===== config.mk =====
export PLATFORM = sky130hd
export DESIGN_NAME = fft_input_loader
export DESIGN_NICKNAME = d
export VERILOG_FILES = /design/src/rtl/fft_pkg.sv /design/src/rtl/fft_frame_bank.sv /design/src/rtl/fft_input_loader.sv
export SDC_FILE = /design/constraint.sdc
export NUM_CORES = 1
export LEC_CHECK = 0
export ABC_AREA = 1
export BUFFER_PORTS_ARGS = -buffer_cell sky130_fd_sc_hd__buf_2
export CORE_MARGIN = 2
export CORE_UTILIZATION = 50
export DETAILED_ROUTE_END_ITERATION = 8
export HOLD_SLACK_MARGIN = 0.06
export PLACE_DENSITY_LB_ADDON = 0.3
export SETUP_SLACK_MARGIN = 0.1
export SLEW_MARGIN = 25
export SYNTH_ARGS = -nofsm -noshare
export SYNTH_HDL_FRONTEND = slang
export SYNTH_HIERARCHICAL = 1
export SYNTH_SLANG_ARGS = --single-unit

===== constraint.sdc =====
create_clock -name clk -period 8.7 [get_ports clk]
set_clock_uncertainty 0.15 [all_clocks]
set_input_delay 0.87 -clock clk [delete_from_list [all_inputs] [get_ports clk]]
set_output_delay 0.87 -clock clk [all_outputs]
set_load 0.03 [all_outputs]

===== src/rtl/fft_pkg.sv =====
// Shared FFT definitions: sample widths, frame size, complex sample type and
// the 3-bit bit-reversal used to order stage-0 butterfly inputs.
package fft_pkg;

    localparam int unsigned DATA_W = 16;
    localparam int unsigned N      = 8;
    localparam int unsigned LOG2N  = 3;

    typedef struct packed {
        logic [DATA_W-1:0] re;
        logic [DATA_W-1:0] im;
    } cplx_t;

    function automatic logic [LOG2N-1:0] bitrev3(input logic [LOG2N-1:0] k);
        return {k[0], k[1], k[2]};
    endfunction

endpackage


===== src/rtl/fft_frame_bank.sv =====
// One frame of complex samples: single indexed write port, all entries
// readable in parallel. Contents are not reset; validity is tracked outside.
module fft_frame_bank
    import fft_pkg::*;
(
    input  logic                   clk,
    input  logic                   i_we,
    input  logic [LOG2N-1:0]       i_widx,
    input  cplx_t                  i_wdata,
    output cplx_t [N-1:0]          o_rdata
);

    cplx_t [N-1:0] r_mem;

    always_ff @(posedge clk) begin
        if (i_we) begin
            r_mem[i_widx] <= i_wdata;
        end
    end

    assign o_rdata = r_mem;

endmodule


===== src/rtl/fft_input_loader.sv =====
// Ping-pong frame loader: collects 8 streamed complex samples per frame and
// presents them in bit-reversed slot order to the stage-0 butterfly array.
module fft_input_loader
    import fft_pkg::*;
#(
    parameter int unsigned DATA_W = fft_pkg::DATA_W,
    parameter int unsigned N      = fft_pkg::N
)
(
    input  logic                clk,
    input  logic                rst_n,
    input  logic                in_valid,
    output logic                in_ready,
    input  logic [DATA_W-1:0]   in_real,
    input  logic [DATA_W-1:0]   in_imag,
    input  logic                in_last,
    output logic                out_valid,
    input  logic                out_ready,
    output logic [N*DATA_W-1:0] out_real,
    output logic [N*DATA_W-1:0] out_imag,
    output logic                frame_err
);

    logic [1:0]       r_full;
    logic             r_wr_bank;
    logic             r_rd_bank;
    logic [LOG2N-1:0] r_wr_idx;
    logic             r_frame_err;

    logic             w_acc;
    logic             w_rel;
    logic             w_last_idx;
    logic             w_drop;
    logic             w_we0;
    logic             w_we1;
    cplx_t            w_wr_data;
    cplx_t [N-1:0]    w_rd0;
    cplx_t [N-1:0]    w_rd1;
    cplx_t [N-1:0]    w_rd;

    assign in_ready   = ~r_full[r_wr_bank];
    assign out_valid  = r_full[r_rd_bank];
    assign frame_err  = r_frame_err;

    assign w_acc      = in_valid & in_ready;
    assign w_rel      = out_valid & out_ready;
    assign w_last_idx = (r_wr_idx == LOG2N'(N - 1));
    // An early in_last aborts the frame and the beat carrying it is not stored
    assign w_drop     = in_last & ~w_last_idx;

    assign w_wr_data.re = in_real;
    assign w_wr_data.im = in_imag;
    assign w_we0        = w_acc & ~w_drop & ~r_wr_bank;
    assign w_we1        = w_acc & ~w_drop &  r_wr_bank;

    fft_frame_bank u_bank0 (
        .clk     (clk),
        .i_we    (w_we0),
        .i_widx  (r_wr_idx),
        .i_wdata (w_wr_data),
        .o_rdata (w_rd0)
    );

    fft_frame_bank u_bank1 (
        .clk     (clk),
        .i_we    (w_we1),
        .i_widx  (r_wr_idx),
        .i_wdata (w_wr_data),
        .o_rdata (w_rd1)
    );

    assign w_rd = r_rd_bank ? w_rd1 : w_rd0;

    // Slot k carries sample bitrev3(k) so adjacent slots pair up per butterfly
    always_comb begin
        out_real = '0;
        out_imag = '0;
        for (int unsigned k = 0; k < N; k++) begin
            out_real[k*DATA_W +: DATA_W] = w_rd[bitrev3(LOG2N'(k))].re;
            out_imag[k*DATA_W +: DATA_W] = w_rd[bitrev3(LOG2N'(k))].im;
        end
    end

    // Completion and release never target the same bank: one needs it empty, the other full
    always_ff @(posedge clk) begin
        if (!rst_n) begin
            r_full      <= '0;
            r_wr_bank   <= 1'b0;
            r_rd_bank   <= 1'b0;
            r_wr_idx    <= '0;
            r_frame_err <= 1'b0;
        end else begin
            r_frame_err <= 1'b0;
            if (w_rel) begin
                r_full[r_rd_bank] <= 1'b0;
                r_rd_bank         <= ~r_rd_bank;
            end
            if (w_acc) begin
                if (w_last_idx) begin
                    r_full[r_wr_bank] <= 1'b1;
                    r_wr_bank         <= ~r_wr_bank;
                    r_wr_idx          <= '0;
                    r_frame_err       <= ~in_last;
                end else if (in_last) begin
                    r_wr_idx          <= '0;
                    r_frame_err       <= 1'b1;
                end else begin
                    r_wr_idx          <= r_wr_idx + LOG2N'(1);
                end
            end
        end
    end

endmodule


==> impl_metrics.env, run 1 <==
export IMPL_synthTopCellsByCount="nand2_1 (794), edfxtp_1 (512), buf_2 (24), buf_6 (24), nor2_1 (21)"
export IMPL_cp_end_kind="output port"
export IMPL_async_flop_share_pct=0
export IMPL_syn_area_um2=19300
export IMPL_rsz0062_at_grt="no"
export IMPL_cts_resized=0
export IMPL_dieHeight_um=200
export IMPL_synth_edf_count=512
export IMPL_p_per_area_nw_per_um2=219
export IMPL_tns_ns=0
export IMPL_hold_viol_final=0
export IMPL_clk_latency_ns=0.58
export IMPL_cts_num_sinks=520
export IMPL_via_count=11800
export IMPL_hp_class="reg -> reg"
export IMPL_timing_final_crit_share_pct=50.5
export IMPL_core_area_um2=37800
export IMPL_critPathMaxFanout=170
export IMPL_diodes=0
export IMPL_synth_top_area_share_pct=79.8
export IMPL_yosys_warnings=6
export IMPL_drive_gt1_share_pct=22.8
export IMPL_slew_headroom_pct=34.1
export IMPL_drcViolationCount=0
export IMPL_fin_crit_ns=4.39
export IMPL_cts_root_buf="clkbuf_16"
export IMPL_dp_hpwl_um=28500
export IMPL_clk_pin_slew_ns=0.06
export IMPL_ys_ff_latch=520
export IMPL_drv_cap=0
export IMPL_yosysMostFrequentCell="nand2_1"
export IMPL_dieWidth_um=200
export IMPL_yosys_top_cells_area="edfxtp_1 (80%), nand2_1 (15%), buf_6 (1.4%)"
export IMPL_worst_slew_pin_slew_ns=0.988
export IMPL_cts_buffer_depth=3
export IMPL_area_delta_synth_final_pct=19.0
export IMPL_synth_distinct_cells=23
export IMPL_grt_pass1_wl_um=69400
export IMPL_fin_nets=1779
export IMPL_gp_congestion=0.799
export IMPL_status="finished clean"
export IMPL_grt_pass1_vias=11400
export IMPL_htreeDepth=2
export IMPL_dp_slack_ns=4.85
export IMPL_grt_start_max_net_pins=171
export IMPL_drt_iter0_drc=1080
export IMPL_viasPerCell=5.14
export IMPL_cp_required_ns=7.68
export IMPL_leakage_nw=9.07
export IMPL_cts_buffers=50
export IMPL_ys_seq_area_share_pct=80.7
export IMPL_drt_wl_total_um=46600
export IMPL_crit_type="reg -> out"
export IMPL_first_pass_iters=5
export IMPL_max_freq_mhz=228
export IMPL_postCtsSetupRepairBufs=0
export IMPL_grt_usage_pct=23.2
export IMPL_antenna_found_initial=1
export IMPL_die_area_um2=40100
export IMPL_start_util_pct=51.0
export IMPL_yosysTopAreaCell="edfxtp_1"
export IMPL_syn_num_nets=1469
export IMPL_fill_cells=2897
export IMPL_arrival_ns=3.37
export IMPL_postRouteAntennaNets=0
export IMPL_setup_viol=0
export IMPL_slew_viol_final=0
export IMPL_startpoint_type="flip-flop"
export IMPL_cts_tree="yes"
export IMPL_wl_per_cell_um=20.3
export IMPL_synthFlopType="edfxtp_1"
export IMPL_io_pins=296
export IMPL_ctsHoldBuffers=0
export IMPL_avgSynthCellArea_um2=13.5
export IMPL_num_rows=71
export IMPL_irDropWorstVdd_mv=0.168
export IMPL_syn_inst=1429
export IMPL_fin_ws_ns=4.31
export IMPL_portBuffers=295
export IMPL_grt_overflow=0
placed cells by master (no fill, tap or decap), types with 6 or more instances in the layout:
cell,synthesis,final
buf_2,24,295
clkinv_1,0,8
clkbuf_1,4,16
nor2_4,1,17
clkbuf_16,0,51
nand2_1,794,794
bufinv_16,0,6
inv_1,13,13
edfxtp_1,512,512
dfxtp_1,8,7
clkinv_2,0,10
buf_4,4,13
stage by stage:
step           instance area, um2  hold WS [ns]  std cells  util (%)  power [mW]
6_report                    22900         0.390       2290      60.7        5.03
4_1_cts                     22900         0.394       2290      60.7        5.06
3_3_place_gp                21200         0.347       2192      56.0        2.94
3_5_place_dp                21300         0.385       2198      56.4        2.95
2_1_floorplan               19300         0.329       1429         -        2.87
5_1_grt                     22900         0.413       2290      60.7        5.18
cell families (layout without fill, tap and decap cells):
kind of cell | Yosys count | count (layout) | share of synthesized area [%]
DFF | 520 | 520 | 80.7
AOI/OAI and AO/OA | 10 | 10 | 0.279
buffers and inverters | 72 | 422 | 2.64
adders and majority gates | 3 | 3 | 0.195
and+or+nand+nor | 824 | 824 | 16.2
area by class of cell:
type | instances | area, um2 | share of cell area (%)
Clock inverter | 25 | 269 | 1.17
Clock buffer | 67 | 1340 | 5.83
Multi-Input combinational cell | 837 | 3330 | 14.5
Inverter | 15 | 63.8 | 0.278
Tap cell | 511 | 639 | 2.79
Timing Repair Buffer | 315 | 1740 | 7.58
Sequential cell | 520 | 15500 | 67.8
per-layer routing:
layer,up-vias,track usage (%),wire length (um)
li1,5435,-,-
met1,5784,32.4,19400
met2,472,37.3,22500
met3,70,4.02,3600
met4,2,7.78,1090
met5,-,0,7
state kept, by name, summed over array words and instances (netlist names):
name / cells
r_full: 2
r_wr_idx: 3
u_bank0/o_rdata: 256
r_wr_bank: 1
u_bank1/o_rdata: 256
frame_err: 1
r_rd_bank: 1
power by group:
group	switching [mW]	internal, mW	leakage, nW	total [mW]
registers	0.00482	2.77	4.68	2.77
clock network	0.879	1.25	0.788	2.13
logic	0.0987	0.0243	3.61	0.123
total	0.983	4.05	9.07	5.03
critical path, cell delays in order, from the launching register on:
cell and delay, ns:
dfxtp_4 0.59, inv_8 0.76, buf_4 0.80, nand2_1 0.16, nand2_1 0.13, buf_2 0.20
worst paths after layout:
| kind | start | depth (start not counted) | to | slack [ns] |
|---|---|---|---|---|
| worst max-delay path | r_rd_bank$_SDFFE_PN0N_ | 5 | out_imag[13] | 4.31 |
| worst min-delay path | r_full[0]$_SDFF_PN0_ | 2 | r_full[0]$_SDFF_PN0_ | 0.39 |
| worst max register to register | r_wr_idx[1]$_SDFFE_PN0P_ | 8 | u_bank0/o_rdata[78]$_DFFE_PP_ | 5.44 |
| worst min register to register | r_full[0]$_SDFF_PN0_ | 2 | r_full[0]$_SDFF_PN0_ | 0.39 |
(Power assumes the default switching activity.)
==> inputs of run 2 (changes only) <==
Clock period 8.7 ns to 3.9 ns, I/O delays scaled along.
==> impl_metrics.env, run 2 (synthesized netlist as in run 1, its figures left out) <==
export IMPL_core_area_um2=37800
export IMPL_layout_common_cells="nand2_1 (794), edfxtp_1 (512), buf_2 (295)"
export IMPL_leakage_nw=9.05
export IMPL_timing_final_crit_share_pct=80.3
export IMPL_htreeDepth=2
export IMPL_viasPerCell=5.11
export IMPL_cts_tree="yes"
export IMPL_grt_overflow=0
export IMPL_grt_usage_pct=23.3
export IMPL_slew_headroom_pct=49.9
export IMPL_postCtsSetupRepairBufs=0
export IMPL_drt_iter0_drc=1139
export IMPL_gp_congestion=0.843
export IMPL_worst_slew_pin_slew_ns=0.752
export IMPL_arrival_ns=3.20
export IMPL_ctsHoldBuffers=6
export IMPL_dieWidth_um=200
export IMPL_top_usage_layer="met2"
export IMPL_area_delta_synth_final_pct=18.8
export IMPL_use_met2_pct=36.9
export IMPL_hp_class="in -> reg"
export IMPL_drt_wl_total_um=47400
export IMPL_dp_hpwl_um=30100
export IMPL_dpl_cell_count=2202
export IMPL_final_common_cell="nand2_1"
export IMPL_postRouteAntennaNets=0
export IMPL_diodes=0
export IMPL_cp_required_ns=3.96
export IMPL_max_freq_mhz=319
export IMPL_drive_gt1_share_pct=22.5
export IMPL_crit_type="reg -> reg"
export IMPL_portBuffers=295
export IMPL_cts_root_buf="clkbuf_16"
export IMPL_status="finished clean"
export IMPL_dieHeight_um=200
export IMPL_cp_end_kind="flip-flop"
export IMPL_num_rows=71
export IMPL_cts_resized=0
export IMPL_clk_pin_slew_ns=0.06
export IMPL_fin_nets=1788
export IMPL_irDropWorstVdd_mv=0.366
export IMPL_met1_usage_pct=32.9
export IMPL_setup_viol=0
export IMPL_die_area_um2=40100
export IMPL_antenna_found_initial=0
export IMPL_cts_buffer_depth=3
export IMPL_via_count=11700
export IMPL_grt_pass1_vias=11400
export IMPL_gr_usage_met3_pct=4.67
export IMPL_critPathMaxFanout=22
export IMPL_fin_crit_ns=3.13
export IMPL_wl_per_cell_um=20.6
export IMPL_startpoint_type="flip-flop"
export IMPL_slew_viol_final=0
export IMPL_hold_viol_final=0
export IMPL_tns_ns=0
export IMPL_drv_cap=0
export IMPL_cts_buffers=49
export IMPL_clk_latency_ns=0.55
export IMPL_cts_num_sinks=520
export IMPL_p_per_area_nw_per_um2=483
export IMPL_grt_pass1_wl_um=69700
export IMPL_first_pass_iters=5
export IMPL_grt_start_max_net_pins=136
export IMPL_start_util_pct=51.0
export IMPL_utilization_pct=60.6
export IMPL_rsz0062_at_grt="no"
export IMPL_fin_cells=2297
export IMPL_io_pins=296
export IMPL_drcViolationCount=0
==> run 2: cell types whose count changed in the layout (fill, tap and decap cells not counted), sizes merged <==
cell / delta
buf: +4
clkinv: +1
clkinvlp: +1
clkbuf: -3
bufinv: -2
dlygate4sd3: +6
==> run 2: routing by layer <==
metal / vias up / share of wire, %
met1: 5717 / 43
li1: 5452 / -
met5: - / 0
met4: 0 / 2.7
met2: 479 / 47
met3: 81 / 7.6
==> run 2: worst max-delay path, cell delays in order, from the launching register on <==
cell     delay [ns]
dfxtp_1        0.46
ha_1           0.21
ha_1           0.26
inv_1          0.07
ha_1           0.19
nor3_1         0.25
nand2_1        0.31
nor2_4         0.45
buf_4          0.43
==> run 2: area by class of cell <==
| type | count | area, um2 |
|---|---|---|
| Sequential cell | 520 | 15500 |
| Timing Repair Buffer | 325 | 1760 |
| Clock inverter | 25 | 211 |
| Fill cell | 2875 | 14900 |
| Tap cell | 511 | 639 |
| Multi-Input combinational cell | 837 | 3330 |
| Inverter | 15 | 63.8 |
| Clock buffer | 64 | 1330 |
==> run 2: worst paths after layout <==
kind                       startpoint                             end  slack, ns  cells past startpoint
max          r_wr_idx[1]$_SDFFE_PN0P_   u_bank1/o_rdata[86]$_DFFE_PP_       0.77                      8
min                       in_imag[10]  u_bank0/o_rdata[170]$_DFFE_PP_       0.11                      1
max reg2reg  r_wr_idx[1]$_SDFFE_PN0P_   u_bank1/o_rdata[86]$_DFFE_PP_       0.77                      8
min reg2reg      r_full[0]$_SDFF_PN0_            r_full[0]$_SDFF_PN0_       0.37                      2
==> run 2: power breakdown <==
| part | internal, mW | switching [mW] | total [mW] |
|---|---|---|---|
| clock | 2.65 | 1.92 | 4.56 |
| combinational | 0.0528 | 0.237 | 0.290 |
| sequential | 6.17 | 0.00993 | 6.18 |
| total | 8.87 | 2.16 | 11.0 |
==> run 2: through the flow <==
stage | area (um2) | power [mW] | hold WS, ns | setup slack [ns]
finish | 22900 | 11.0 | 0.111 | 0.768
global route | 22900 | 11.3 | 0.102 | 0.581
CTS | 22900 | 11.1 | 0.0937 | 0.755
detailed placement | 21300 | 6.59 | 0.356 | 0.818
global placement | 21300 | 6.58 | 0.345 | 0.916
floorplan | 19300 | 6.41 | 0.329 | 0.592
